`config.mk`:
```
export PLATFORM = sky130hd
export DESIGN_NAME = lc4_decode_stage_nway_flat
export DESIGN_NICKNAME = d
export VERILOG_FILES = /design/src/rtl/lc4_pkg.sv /design/src/rtl/lc4_decode_stage_nway_if.sv /design/src/rtl/lc4_decode_lane.sv /design/src/rtl/lc4_decode_stage_nway.sv /design/src/flat_wrapper.sv
export SDC_FILE = /design/constraint.sdc
export NUM_CORES = 1
export LEC_CHECK = 0
export BUFFER_PORTS_ARGS = -buffer_cell sky130_fd_sc_hd__buf_2
export CAP_MARGIN = 10
export CORE_MARGIN = 5
export CORE_UTILIZATION = 50
export CTS_CLUSTER_DIAMETER = 100
export CTS_CLUSTER_SIZE = 8
export DETAILED_ROUTE_END_ITERATION = 12
export GPL_TIMING_DRIVEN = 1
export PLACE_DENSITY = 0.81
export SYNTH_ARGS = -nofsm -noshare
export SYNTH_HDL_FRONTEND = slang
export SYNTH_SLANG_ARGS = --single-unit
```
`constraint.sdc`:
```
create_clock -name clk -period 3.2 [get_ports clk]
set_input_delay 0.32 -clock clk [delete_from_list [all_inputs] [get_ports clk]]
set_output_delay 0.32 -clock clk [all_outputs]
set_load 0.03 [all_outputs]
```
`src/rtl/lc4_pkg.sv`:
```
// LC4 opcode map, link register and the per-lane decode bundle.
package lc4_pkg;

    localparam logic [3:0] BR      = 4'b0000;
    localparam logic [3:0] ARITH   = 4'b0001;
    localparam logic [3:0] CMP     = 4'b0010;
    localparam logic [3:0] JSR     = 4'b0100;
    localparam logic [3:0] LOGIC   = 4'b0101;
    localparam logic [3:0] LDR     = 4'b0110;
    localparam logic [3:0] STR     = 4'b0111;
    localparam logic [3:0] RTI     = 4'b1000;
    localparam logic [3:0] CONST   = 4'b1001;
    localparam logic [3:0] SHIFT   = 4'b1010;
    localparam logic [3:0] JMP     = 4'b1100;
    localparam logic [3:0] HICONST = 4'b1101;
    localparam logic [3:0] TRAP    = 4'b1111;

    localparam int         SEL_W = 3;
    localparam logic [2:0] R7    = 3'd7;

    typedef struct packed {
        logic [SEL_W-1:0] r1sel;
        logic [SEL_W-1:0] r2sel;
        logic [SEL_W-1:0] wsel;
        logic             r1re;
        logic             r2re;
        logic             we;
        logic             nzp_we;
        logic             pc_plus_one;
        logic             is_load;
        logic             is_store;
        logic             is_branch;
        logic             is_control;
        logic             illegal;
    } lane_dec_t;

endpackage

```
`src/rtl/lc4_decode_stage_nway_if.sv`:
```
// Fetch-group in / issue-packet out bundle of the N-way decode stage.
// out_illegal exists only with LC4_DECODE_ILLEGAL_EN.
interface lc4_decode_stage_nway_if #(
    parameter int WAYS = 2,
    parameter int PC_W = 16
);
    logic                 flush;
    logic                 in_valid;
    logic                 in_ready;
    logic [16*WAYS-1:0]   in_insn;
    logic [WAYS-1:0]      in_lane_valid;
    logic [PC_W-1:0]      in_pc;
    logic                 out_valid;
    logic                 out_ready;
    logic [WAYS-1:0]      out_lane_valid;
    logic [16*WAYS-1:0]   out_insn;
    logic [PC_W*WAYS-1:0] out_pc;
    logic [3*WAYS-1:0]    out_r1sel;
    logic [3*WAYS-1:0]    out_r2sel;
    logic [3*WAYS-1:0]    out_wsel;
    logic [WAYS-1:0]      out_r1re;
    logic [WAYS-1:0]      out_r2re;
    logic [WAYS-1:0]      out_regfile_we;
    logic [WAYS-1:0]      out_nzp_we;
    logic [WAYS-1:0]      out_select_pc_plus_one;
    logic [WAYS-1:0]      out_is_load;
    logic [WAYS-1:0]      out_is_store;
    logic [WAYS-1:0]      out_is_branch;
    logic [WAYS-1:0]      out_is_control_insn;
`ifdef LC4_DECODE_ILLEGAL_EN
    logic [WAYS-1:0]      out_illegal;
`endif

    modport master (
        output flush, in_valid, in_insn, in_lane_valid, in_pc,
        output out_ready,
        input  in_ready, out_valid, out_lane_valid, out_insn, out_pc,
        input  out_r1sel, out_r2sel, out_wsel, out_r1re, out_r2re,
        input  out_regfile_we, out_nzp_we, out_select_pc_plus_one,
        input  out_is_load, out_is_store, out_is_branch,
        input  out_is_control_insn
`ifdef LC4_DECODE_ILLEGAL_EN
        , input out_illegal
`endif
    );

    modport slave (
        input  flush, in_valid, in_insn, in_lane_valid, in_pc,
        input  out_ready,
        output in_ready, out_valid, out_lane_valid, out_insn, out_pc,
        output out_r1sel, out_r2sel, out_wsel, out_r1re, out_r2re,
        output out_regfile_we, out_nzp_we, out_select_pc_plus_one,
        output out_is_load, out_is_store, out_is_branch,
        output out_is_control_insn
`ifdef LC4_DECODE_ILLEGAL_EN
        , output out_illegal
`endif
    );

endinterface

```
`src/rtl/lc4_decode_lane.sv`:
```
// Combinational single-instruction LC4 decoder.
// LC4_DECODE_ILLEGAL_EN flags unassigned opcodes as illegal.
module lc4_decode_lane
    import lc4_pkg::*;
(
    input  logic [15:0] insn,
    output lane_dec_t   dec
);
    logic [3:0] op;
    logic [2:0] ra, rb, rc;

    assign op = insn[15:12];
    assign ra = insn[11:9];
    assign rb = insn[8:6];
    assign rc = insn[2:0];

    always_comb begin
        dec = '0;
        unique case (op)
            // nzp field of zero is the NOP encoding
            BR: dec.is_branch = |ra;
            ARITH, LOGIC: begin
                dec.r1sel  = rb;
                dec.r1re   = 1'b1;
                dec.r2sel  = rc;
                dec.r2re   = !insn[5] &&
                             !(op == LOGIC && insn[4:3] == 2'b01);
                dec.wsel   = ra;
                dec.we     = 1'b1;
                dec.nzp_we = 1'b1;
            end
            CMP: begin
                dec.r1sel  = ra;
                dec.r1re   = 1'b1;
                dec.r2sel  = rc;
                dec.r2re   = !insn[8];
                dec.nzp_we = 1'b1;
            end
            JSR: begin
                dec.r1sel       = rb;
                dec.r1re        = !insn[11];
                dec.wsel        = R7;
                dec.we          = 1'b1;
                dec.nzp_we      = 1'b1;
                dec.pc_plus_one = 1'b1;
                dec.is_control  = 1'b1;
            end
            LDR: begin
                dec.r1sel   = rb;
                dec.r1re    = 1'b1;
                dec.wsel    = ra;
                dec.we      = 1'b1;
                dec.nzp_we  = 1'b1;
                dec.is_load = 1'b1;
            end
            STR: begin
                dec.r1sel    = rb;
                dec.r1re     = 1'b1;
                dec.r2sel    = ra;
                dec.r2re     = 1'b1;
                dec.is_store = 1'b1;
            end
            RTI: begin
                dec.r1sel      = R7;
                dec.r1re       = 1'b1;
                dec.is_control = 1'b1;
            end
            CONST: begin
                dec.wsel   = ra;
                dec.we     = 1'b1;
                dec.nzp_we = 1'b1;
            end
            SHIFT: begin
                dec.r1sel  = rb;
                dec.r1re   = 1'b1;
                dec.r2sel  = rc;
                dec.r2re   = insn[5:4] == 2'b11;
                dec.wsel   = ra;
                dec.we     = 1'b1;
                dec.nzp_we = 1'b1;
            end
            JMP: begin
                dec.r1sel      = rb;
                dec.r1re       = !insn[11];
                dec.is_control = 1'b1;
            end
            HICONST: begin
                dec.r1sel  = ra;
                dec.r1re   = 1'b1;
                dec.wsel   = ra;
                dec.we     = 1'b1;
                dec.nzp_we = 1'b1;
            end
            TRAP: begin
                dec.wsel        = R7;
                dec.we          = 1'b1;
                dec.nzp_we      = 1'b1;
                dec.pc_plus_one = 1'b1;
                dec.is_control  = 1'b1;
            end
            default: begin
`ifdef LC4_DECODE_ILLEGAL_EN
                dec.illegal = 1'b1;
`endif
            end
        endcase
    end

endmodule

```
`src/rtl/lc4_decode_stage_nway.sv`:
```
// N-way LC4 decode stage: buffers a fetch group, issues hazard-free
// in-order packets. LC4_DECODE_ILLEGAL_EN adds out_illegal.
module lc4_decode_stage_nway
    import lc4_pkg::*;
#(
    parameter int WAYS = 2,
    parameter int PC_W = 16
) (
    input logic clk,
    input logic rst_n,
    lc4_decode_stage_nway_if.slave io
);
    typedef enum logic {EMPTY, HOLD} state_t;

    state_t             state_q, state_d;
    logic [WAYS-1:0]    rem_q, rem_d;
    logic [16*WAYS-1:0] insn_q, insn_d;
    logic [PC_W-1:0]    pc_q, pc_d;

    lane_dec_t       dec [WAYS];
    logic [WAYS-1:0] pkt;
    logic [7:0]      wr_acc;
    logic            nzp_acc, mem_acc, started, stop;
    logic            hold, last, take;

    assign hold         = state_q == HOLD;
    assign last         = (rem_q & ~pkt) == '0;
    assign io.out_valid = hold;
    assign io.in_ready  = !hold || (io.out_ready && last);

    // Grow the packet from the lowest remaining lane until a conflict
    // with lanes already in it, a gap, or a packet-ending lane.
    always_comb begin
        pkt     = '0;
        wr_acc  = '0;
        nzp_acc = 1'b0;
        mem_acc = 1'b0;
        started = 1'b0;
        stop    = 1'b0;
        for (int k = 0; k < WAYS; k++) begin
            if (!stop) begin
                if (rem_q[k]) begin
                    if ((dec[k].r1re && wr_acc[dec[k].r1sel]) ||
                        (dec[k].r2re && wr_acc[dec[k].r2sel]) ||
                        (dec[k].we && wr_acc[dec[k].wsel]) ||
                        (dec[k].is_branch && nzp_acc) ||
                        ((dec[k].is_load || dec[k].is_store) &&
                         mem_acc)) begin
                        stop = 1'b1;
                    end else begin
                        pkt[k]  = 1'b1;
                        started = 1'b1;
                        if (dec[k].we) wr_acc[dec[k].wsel] = 1'b1;
                        nzp_acc = nzp_acc | dec[k].nzp_we;
                        mem_acc = mem_acc | dec[k].is_load |
                                  dec[k].is_store;
                        stop    = dec[k].is_branch |
                                  dec[k].is_control | dec[k].illegal;
                    end
                end else if (started) begin
                    stop = 1'b1;
                end
            end
        end
    end

    always_comb begin
        state_d = state_q;
        rem_d   = rem_q;
        insn_d  = insn_q;
        pc_d    = pc_q;
        take    = 1'b0;
        if (io.flush) begin
            state_d = EMPTY;
            rem_d   = '0;
        end else begin
            if (hold && io.out_ready) rem_d = rem_q & ~pkt;
            if (rem_d == '0) begin
                state_d = EMPTY;
                take    = io.in_valid && (|io.in_lane_valid);
            end
            if (take) begin
                state_d = HOLD;
                rem_d   = io.in_lane_valid;
                insn_d  = io.in_insn;
                pc_d    = io.in_pc;
            end
        end
    end

    always_ff @(posedge clk or negedge rst_n) begin
        if (!rst_n) begin
            state_q <= EMPTY;
            rem_q   <= '0;
            insn_q  <= '0;
            pc_q    <= '0;
        end else begin
            state_q <= state_d;
            rem_q   <= rem_d;
            insn_q  <= insn_d;
            pc_q    <= pc_d;
        end
    end

    assign io.out_lane_valid = pkt;
    assign io.out_insn       = hold ? insn_q : '0;

    for (genvar k = 0; k < WAYS; k++) begin : g_lane
        lc4_decode_lane u_dec (
            .insn (insn_q[16*k +: 16]),
            .dec  (dec[k])
        );

        assign io.out_pc[PC_W*k +: PC_W] =
            hold ? pc_q + PC_W'(k) : '0;
        assign io.out_r1sel[3*k +: 3] = pkt[k] ? dec[k].r1sel : 3'd0;
        assign io.out_r2sel[3*k +: 3] = pkt[k] ? dec[k].r2sel : 3'd0;
        assign io.out_wsel[3*k +: 3]  = pkt[k] ? dec[k].wsel : 3'd0;

        assign io.out_r1re[k]       = pkt[k] & dec[k].r1re;
        assign io.out_r2re[k]       = pkt[k] & dec[k].r2re;
        assign io.out_regfile_we[k] = pkt[k] & dec[k].we;
        assign io.out_nzp_we[k]     = pkt[k] & dec[k].nzp_we;
        assign io.out_select_pc_plus_one[k] =
            pkt[k] & dec[k].pc_plus_one;
        assign io.out_is_load[k]    = pkt[k] & dec[k].is_load;
        assign io.out_is_store[k]   = pkt[k] & dec[k].is_store;
        assign io.out_is_branch[k]  = pkt[k] & dec[k].is_branch;
        assign io.out_is_control_insn[k] =
            pkt[k] & dec[k].is_control;
`ifdef LC4_DECODE_ILLEGAL_EN
        assign io.out_illegal[k]    = pkt[k] & dec[k].illegal;
`endif
    end

endmodule
```
`src/flat_wrapper.sv`:
```
// flat-port wrapper written by rule: the top's interface ports become plain ports
module lc4_decode_stage_nway_flat import lc4_pkg::*;
#(
    parameter int WAYS = 2,
    parameter int PC_W = 16
)
  (clk, rst_n, io_flush, io_in_valid, io_in_insn, io_in_lane_valid, io_in_pc, io_out_ready, io_in_ready, io_out_valid, io_out_lane_valid, io_out_insn, io_out_pc, io_out_r1sel, io_out_r2sel, io_out_wsel, io_out_r1re, io_out_r2re, io_out_regfile_we, io_out_nzp_we, io_out_select_pc_plus_one, io_out_is_load, io_out_is_store, io_out_is_branch, io_out_is_control_insn);
  lc4_decode_stage_nway_if #(.WAYS(WAYS), .PC_W(PC_W)) io_i ();
  input logic clk;
  input logic rst_n;
  input wire logic [$bits(io_i.flush)-1:0] io_flush;
  input wire logic [$bits(io_i.in_valid)-1:0] io_in_valid;
  input wire logic [$bits(io_i.in_insn)-1:0] io_in_insn;
  input wire logic [$bits(io_i.in_lane_valid)-1:0] io_in_lane_valid;
  input wire logic [$bits(io_i.in_pc)-1:0] io_in_pc;
  input wire logic [$bits(io_i.out_ready)-1:0] io_out_ready;
  output wire logic [$bits(io_i.in_ready)-1:0] io_in_ready;
  output wire logic [$bits(io_i.out_valid)-1:0] io_out_valid;
  output wire logic [$bits(io_i.out_lane_valid)-1:0] io_out_lane_valid;
  output wire logic [$bits(io_i.out_insn)-1:0] io_out_insn;
  output wire logic [$bits(io_i.out_pc)-1:0] io_out_pc;
  output wire logic [$bits(io_i.out_r1sel)-1:0] io_out_r1sel;
  output wire logic [$bits(io_i.out_r2sel)-1:0] io_out_r2sel;
  output wire logic [$bits(io_i.out_wsel)-1:0] io_out_wsel;
  output wire logic [$bits(io_i.out_r1re)-1:0] io_out_r1re;
  output wire logic [$bits(io_i.out_r2re)-1:0] io_out_r2re;
  output wire logic [$bits(io_i.out_regfile_we)-1:0] io_out_regfile_we;
  output wire logic [$bits(io_i.out_nzp_we)-1:0] io_out_nzp_we;
  output wire logic [$bits(io_i.out_select_pc_plus_one)-1:0] io_out_select_pc_plus_one;
  output wire logic [$bits(io_i.out_is_load)-1:0] io_out_is_load;
  output wire logic [$bits(io_i.out_is_store)-1:0] io_out_is_store;
  output wire logic [$bits(io_i.out_is_branch)-1:0] io_out_is_branch;
  output wire logic [$bits(io_i.out_is_control_insn)-1:0] io_out_is_control_insn;
  assign io_i.flush = io_flush;
  assign io_i.in_valid = io_in_valid;
  assign io_i.in_insn = io_in_insn;
  assign io_i.in_lane_valid = io_in_lane_valid;
  assign io_i.in_pc = io_in_pc;
  assign io_i.out_ready = io_out_ready;
  assign io_in_ready = io_i.in_ready;
  assign io_out_valid = io_i.out_valid;
  assign io_out_lane_valid = io_i.out_lane_valid;
  assign io_out_insn = io_i.out_insn;
  assign io_out_pc = io_i.out_pc;
  assign io_out_r1sel = io_i.out_r1sel;
  assign io_out_r2sel = io_i.out_r2sel;
  assign io_out_wsel = io_i.out_wsel;
  assign io_out_r1re = io_i.out_r1re;
  assign io_out_r2re = io_i.out_r2re;
  assign io_out_regfile_we = io_i.out_regfile_we;
  assign io_out_nzp_we = io_i.out_nzp_we;
  assign io_out_select_pc_plus_one = io_i.out_select_pc_plus_one;
  assign io_out_is_load = io_i.out_is_load;
  assign io_out_is_store = io_i.out_is_store;
  assign io_out_is_branch = io_i.out_is_branch;
  assign io_out_is_control_insn = io_i.out_is_control_insn;
  lc4_decode_stage_nway #(.WAYS(WAYS), .PC_W(PC_W)) u_core (.clk(clk), .rst_n(rst_n), .io(io_i));
endmodule
```
Word-level counts from Yosys, hierarchy flattened:

Memories as Yosys holds them, arrays and structs flattened.
Index checks and enable logic that the tools add are counted.

* bits in latches: 0
* output and inout bits: 104
* register bits: 51
* word-level logic and storage cells: 197
* RAM bits: 0
* ROM bits: 24
* memories kept: 3
* input bits: 55

Memory list
* (no name shown): depth 8, bits a word 1, read ports 1, clocked after memory_dff 0, write ports 0, line lc4_decode_stage_nway.sv:43 `if ((dec[k].r1re && wr_acc[dec[k].r1sel]) ||`
* (no name shown): depth 8, bits a word 1, read ports 1, clocked after memory_dff 0, write ports 0, line lc4_decode_stage_nway.sv:44 `(dec[k].r2re && wr_acc[dec[k].r2sel]) ||`
* (no name shown): depth 8, bits a word 1, read ports 1, clocked after memory_dff 0, write ports 0, line lc4_decode_stage_nway.sv:45 `(dec[k].we && wr_acc[dec[k].wsel]) ||`

* equality and inequality tests: 28
* magnitude comparators: 7
* add/subtract/negate cells: 1
* bitwise operators: 23
* div/mod/pow operators: 0
* shift-type cells: 0
* muxes and demuxes: 67
* $mul: 0
* reductions and logical operators: 64

Operator list (number)
* 4-bit equality test, second input constant: 12
* 1-bit two-way mux: 37
* 4-bit by 3-bit equality test with 1-bit output, second input constant: 8
* 16-bit two-way mux: 2
* 32-bit two-way mux: 1
* 8-bit OR reduction: 4
* 3-bit by 4-bit less-than comparator with 1-bit output, second input constant: 6
* 8-bit two-way mux: 3
* 3-bit case mux with 2 select lines: 4
* 1-bit AND: 18
* 3-bit two-way mux: 6
* 3-bit case mux with 3 select lines: 2
* 2-bit OR reduction: 9
* 9-bit OR reduction: 2
* 16-bit by 1-bit adder with 16-bit output, second input constant: 1
* 1-bit logical AND: 16
* 4-bit OR reduction: 4
* 7-bit OR reduction: 2
* 6-bit OR reduction: 2
* 1-bit binary-select mux with 3-bit select: 3
* 1-bit logical NOT: 9
* 4-bit by 1-bit equality test with 1-bit output, second input constant: 2
* 4-bit by 2-bit equality test with 1-bit output, second input constant: 2
* 4-bit logical NOT: 2
* 16 further kinds: 33

Longest topological paths before layout:

* word-level depth: 29
* mapped depth: 13
* mapped depth without buffers: 8

Cells and area by module:

Synthesis repeated with hierarchy kept, for this count alone.

* cell total of the unflattened synthesis: 697
* area total of the unflattened synthesis: 4986.0 um^2

By module, submodules not included
* lc4_decode_stage_nway: times used 1, seq. area each 1276.2 um^2, area an instance 4007.6 um^2, cells each 525
* lc4_decode_lane: times used 2, seq. area each 0.0 um^2, area an instance 489.2 um^2, cells each 86

Worst setup path before layout:

Ideal clock, no wire load.

* path kind: register to output
* start: register u_core.insn_q[14]
* end: output io_out_is_load[1]
* required time: 2.880 ns
* slack: 0.118 ns
* arrival: 2.762 ns
* buffers on the path: 2
* cell stages (with the launch flop): 10
* path through: dfrtp_1 > buf_2 > and3_1 > a211o_1 > o311a_1 > mux2_2 > a41oi_1 > nand3_1 > buf_2 > nor3_1

* word-level cells in the longest chain between the ends: 21
* elaborated cells between the ends (all ways): 84
* those cells by class: order compare: 2; eq/ne: 12; mux: 34; bitwise: 3; reduce/logical: 30; memory: 3

Ends and longest elaborated chain
* start, declared: line lc4_decode_stage_nway.sv:17 `logic [16*WAYS-1:0] insn_q, insn_d;`
* start signal, assigned: line lc4_decode_stage_nway.sv:100 `insn_q <= insn_d;`
* 4-bit by 3-bit equality test with 1-bit output, or another cell as far along: line lc4_decode_lane.sv:19, lc4_decode_lane.sv:27
* 6-bit OR reduction (no source line), or another cell as far along
* 3-bit case mux with 2 select lines, or another cell as far along: line lc4_decode_lane.sv:19 `unique case (op)`
* 3-bit by 4-bit less-than comparator with 1-bit output (not written as such), or another cell as far along: line lc4_decode_stage_nway.sv:53 `if (dec[k].we) wr_acc[dec[k].wsel] = 1'b1;`
* 1-bit logical AND (not written as such), or another cell as far along: line lc4_decode_stage_nway.sv:53
* 1-bit two-way mux (not written as such), or another cell as far along: line lc4_decode_stage_nway.sv:53
* 1-bit demux with 3-bit select or 1-bit logical OR (tied branches)
* 8-bit two-way mux or 1-bit logical OR (tied branches): line lc4_decode_stage_nway.sv:53, lc4_decode_stage_nway.sv:44
* (+5 left out)
* 1-bit logical OR: line lc4_decode_stage_nway.sv:43
* 1-bit logical OR: line lc4_decode_stage_nway.sv:44
* 1-bit logical OR: line lc4_decode_stage_nway.sv:45
* 1-bit logical OR: line lc4_decode_stage_nway.sv:46 `(dec[k].is_branch && nzp_acc) ||`
* 1-bit two-way mux: line lc4_decode_stage_nway.sv:43
* 1-bit two-way mux: line lc4_decode_stage_nway.sv:42 `if (rem_q[k]) begin`
* 1-bit two-way mux *: line lc4_decode_stage_nway.sv:41 `if (!stop) begin`
* 1-bit AND *: line lc4_decode_stage_nway.sv:126 `assign io.out_is_load[k] = pkt[k] & dec[k].is_load;`
* end, declared: line flat_wrapper.sv:30 `output wire logic [$bits(io_i.out_is_load)-1:0] io_out_is_load;`

Every way passes the cells marked *; elsewhere a longest branch is shown, timed or not. The select of a mux whose other input is x is not followed.

Worst setup path in the final report:

* start: register u_core.insn_q[31]
* end: output io_in_ready

* word-level cells in the longest chain between the ends: 18
* elaborated cells between the ends (all ways): 58
* those cells by class: eq/ne: 12; mux: 18; bitwise: 2; reduce/logical: 26

Ends and longest elaborated chain
* 4-bit by 3-bit equality test with 1-bit output, or another cell as far along: line lc4_decode_lane.sv:19, lc4_decode_lane.sv:27
* 7-bit OR reduction (no source line), or another cell as far along
* 3-bit case mux with 3 select lines, or another cell as far along: line lc4_decode_lane.sv:19
* 1-bit binary-select mux with 3-bit select, or another cell as far along: line lc4_decode_stage_nway.sv:43
* 1-bit two-way mux (not written as such), or another cell as far along: line lc4_decode_stage_nway.sv:43
* 1-bit logical AND, on equally long branches: line lc4_decode_stage_nway.sv:43, lc4_decode_stage_nway.sv:44
* 1-bit logical OR: line lc4_decode_stage_nway.sv:43
* 1-bit logical OR: line lc4_decode_stage_nway.sv:44
* (+2 left out)
* 1-bit two-way mux *: line lc4_decode_stage_nway.sv:43
* 1-bit two-way mux *: line lc4_decode_stage_nway.sv:42
* 1-bit two-way mux *: line lc4_decode_stage_nway.sv:41
* 2-bit inverter *: line lc4_decode_stage_nway.sv:27 `assign last = (rem_q & ~pkt) == '0;`
* 2-bit AND *: line lc4_decode_stage_nway.sv:27
* 2-bit logical NOT *: line lc4_decode_stage_nway.sv:27
* 1-bit logical AND *: line lc4_decode_stage_nway.sv:29 `assign io.in_ready = !hold || (io.out_ready && last);`
* 1-bit logical OR *: line lc4_decode_stage_nway.sv:29
* end, declared: line flat_wrapper.sv:17 `output wire logic [$bits(io_i.in_ready)-1:0] io_in_ready;`

Marks and branches as above.

==> metrics <==
CP Data Arrival Time between 2 and 3 ns; number of antenna diodes 0; status complete, no violations; Root Driver clkbuf_8; area of the core a little over 8000 um2; Via-to-Cell Ratio around 5.8; largest net degree at the start of global routing between 60 and 70; first drt pass iteration count 7; DR DRC count 0; H-tree depth 2; Worst setup EP type primary output; Pwr Total about 3.4 mW; gr ovfl total 0; Final min period roughly 3.2 ns; HP Class in2async; layer with the highest usage met2; Initial Util 51.1%; Seq cells post-synth 51; routing usage on met3 between 5 and 6%; RSZ-0062 raised after global routing yes; Final Hold Fails 0; IO buf count approximately 160; worst relative slew slack between 40% and 50%; Post-synth EDFFs 0; met2 Usage GRT roughly two fifths; Routed WL between 10,000 and 15,000 um; Post-DP Area between 5000 and 6000 um2; Worst-Skew Late Latency around 0.30 ns; Clock Pin Slew Worst Setup and Hold Paths 0.09 ns; Post-synth ARST share 100%; period utilisation layout about 100%; Mapped Area ~4200 um2; synth top area cells dfrtp_1 31%, mux2_2 11%, and2_1 10%; vias in the first global route 4,242; hold_buf cts 0; detailed placement HPWL 9500 um; sequential area share after synthesis between 30% and 40%; Mean Syn Cell Area approximately 8.6 um2; Final Cell Area 5680 um2; crit-path max FO 6; post-synth top area share a little under a third; GRT met1 Usage 33.0%; antenna violations before repair 0; final worst setup slack around 0.01 ns; Setup CP Type reg2out; number of routed nets with antenna violations 0; Ports 159; Primary FF master, synth dfrtp_1; Avg WL per Cell ~18 um; CP Launch Type register; Synthesized Nets between 500 and 600; utilization after layout a little over two thirds; die width ~100 um; cell with the most instances after synthesis and2_1; clock sinks 51; share of layout cells above drive strength 1 between 40% and 50%; worst hold slack between 0.1 and 0.15 ns; first-pass GRT wire length approximately 21,000 um; P per Cell Area approximately 590 nW/um2; routed via count roughly 4,400; routability cong. 0.903; Gate Count Post-Synth 485; synth warn 0; Global Route Usage Sum between 20% and 30%; post-synth top area cell dfrtp_1; max-cap violation count 0; # rows 33; Max Transition Viols Final 0; worst endpoint required time roughly 2.9 ns; area delta synth->final 35.9%; 1st-iter DRT viols around 300; worst slew pin tran ~0.75 ns; CTS Buffer Depth 2; synth cell count leaders 68 x and2_1, 51 x dfrtp_1, 40 x mux2_2; Fin Clk Skew ~0.0097 ns; Max Fclk 313 MHz; die extent in y slightly above 100 um; peak supply drop 0.367 mV; fillcell total slightly above 600; Leakage Power 2.77 nW; final net count about 720; CTS Buf Count 5; TritonCTS clock tree yes; Setup Viol. Count Final 0; Post-Place Worst Slack approximately 0.025 ns; Synth cell types 63; Die ar. slightly above 10,000 um2
-- layout make-up --
cell class / instances / area, um2 / share of cell area, %
clock buffer: 8 / 100 / 1.76
inverter: 13 / 48.8 / 0.859
multi-input combinational: 378 / 2830 / 49.8
sequential: 51 / 1290 / 22.7
tap: 105 / 131 / 2.31
timing repair buffer: 212 / 1280 / 22.5
-- layer usage --
layer / wire, um / vias to the layer above / share of wire (%)
met5: 0 / - / 0
met4: 328 / 0 / 2.4
li1: - / 2052 / -
met2: 6670 / 237 / 49
met1: 5230 / 2098 / 39
met3: 1270 / 36 / 9.4
-- where the power goes --
group	switching [mW]	internal [mW]
Combinational	1.01	0.868
Sequential	0.263	0.808
Clock	0.205	0.198
Total	1.48	1.87
-- registers in the layout, indices dropped and copies added (netlist names) --
name,flops
u_core.insn_q,32
u_core.io.out_valid,1
u_core.pc_q,16
u_core.rem_q,2
-- timing repair --
action,4_1_cts,5_1_grt
pin swaps,4,7
setup buffers,18,13
endpoints found under the setup margin,20,68
gates resized for setup,24,41
-- cells by family (layout without fill, tap and decap cells) --
| logic type | Yosys count | count (layout) | synth area share [%] |
|---|---|---|---|
| simple gates | 213 | 213 | 28.9 |
| compound gates | 96 | 96 | 15.3 |
| buf+inv | 56 | 233 | 6.32 |
| mux | 53 | 53 | 15.6 |
| flops | 51 | 51 | 30.5 |
| xor+xnor | 15 | 15 | 3.14 |
| fa+ha+maj | 1 | 1 | 0.299 |
-- worst paths after layout --
path	start	end	slack, ns	depth (start not counted)
max	u_core.insn_q[31]$_DFFE_PN0P_	io_in_ready	0.01	11
min	rst_n	u_core.insn_q[2]$_DFFE_PN0P_	0.13	2
max reg2reg	u_core.insn_q[30]$_DFFE_PN0P_	u_core.insn_q[11]$_DFFE_PN0P_	0.08	11
min reg2reg	u_core.insn_q[7]$_DFFE_PN0P_	u_core.insn_q[7]$_DFFE_PN0P_	0.55	1
max in group asynchronous	rst_n	u_core.insn_q[29]$_DFFE_PN0P_	2.59	2
min in group clk	io_flush	u_core.rem_q[0]$_DFF_PN0_	0.22	2
-- critical path, cell delays in order (launching register included) --
cell and delay [ns]:
dfrtp_2 0.44, buf_6 0.15, buf_4 0.16, nor2b_1 0.18, a311oi_2 0.09, o311ai_4 0.28, mux4_2 0.36, or3_4 0.40
nand3_4 0.09, nand2_2 0.08, a21bo_4 0.22, buf_6 0.13
-- through the flow --
step,TNS [ns],cells
4_1_cts,-0.00628,754
6_report,0,767
3_5_place_dp,0,728
5_1_grt,-0.850,767
2_1_floorplan,0,485
3_3_place_gp,0,728
-- cell usage in the layout, fill, tap and decap left out, drive strengths merged, types with 3 or more instances in the layout --
cell type / synthesis / final
buf: 22 / 211
and2: 68 / 68
dfrtp: 51 / 51
mux2: 49 / 49
nand2: 31 / 31
a21oi: 30 / 30
nor2: 27 / 27
o21ai: 21 / 21
nand3: 18 / 18
nor2b: 15 / 15
nand2b: 14 / 14
inv: 13 / 13
xnor2: 13 / 13
clkbuf: 21 / 9
nor3: 9 / 9
and3: 6 / 6
and3b: 5 / 5
a22o: 4 / 4
o211ai: 4 / 4
or3: 4 / 4
a222oi: 3 / 3
nand3b: 3 / 3
a21boi: 3 / 3
o21a: 3 / 3
nand4: 3 / 3
a311oi: 3 / 3
o311ai: 3 / 3
Note: power is estimated with default switching activity, not from simulation.
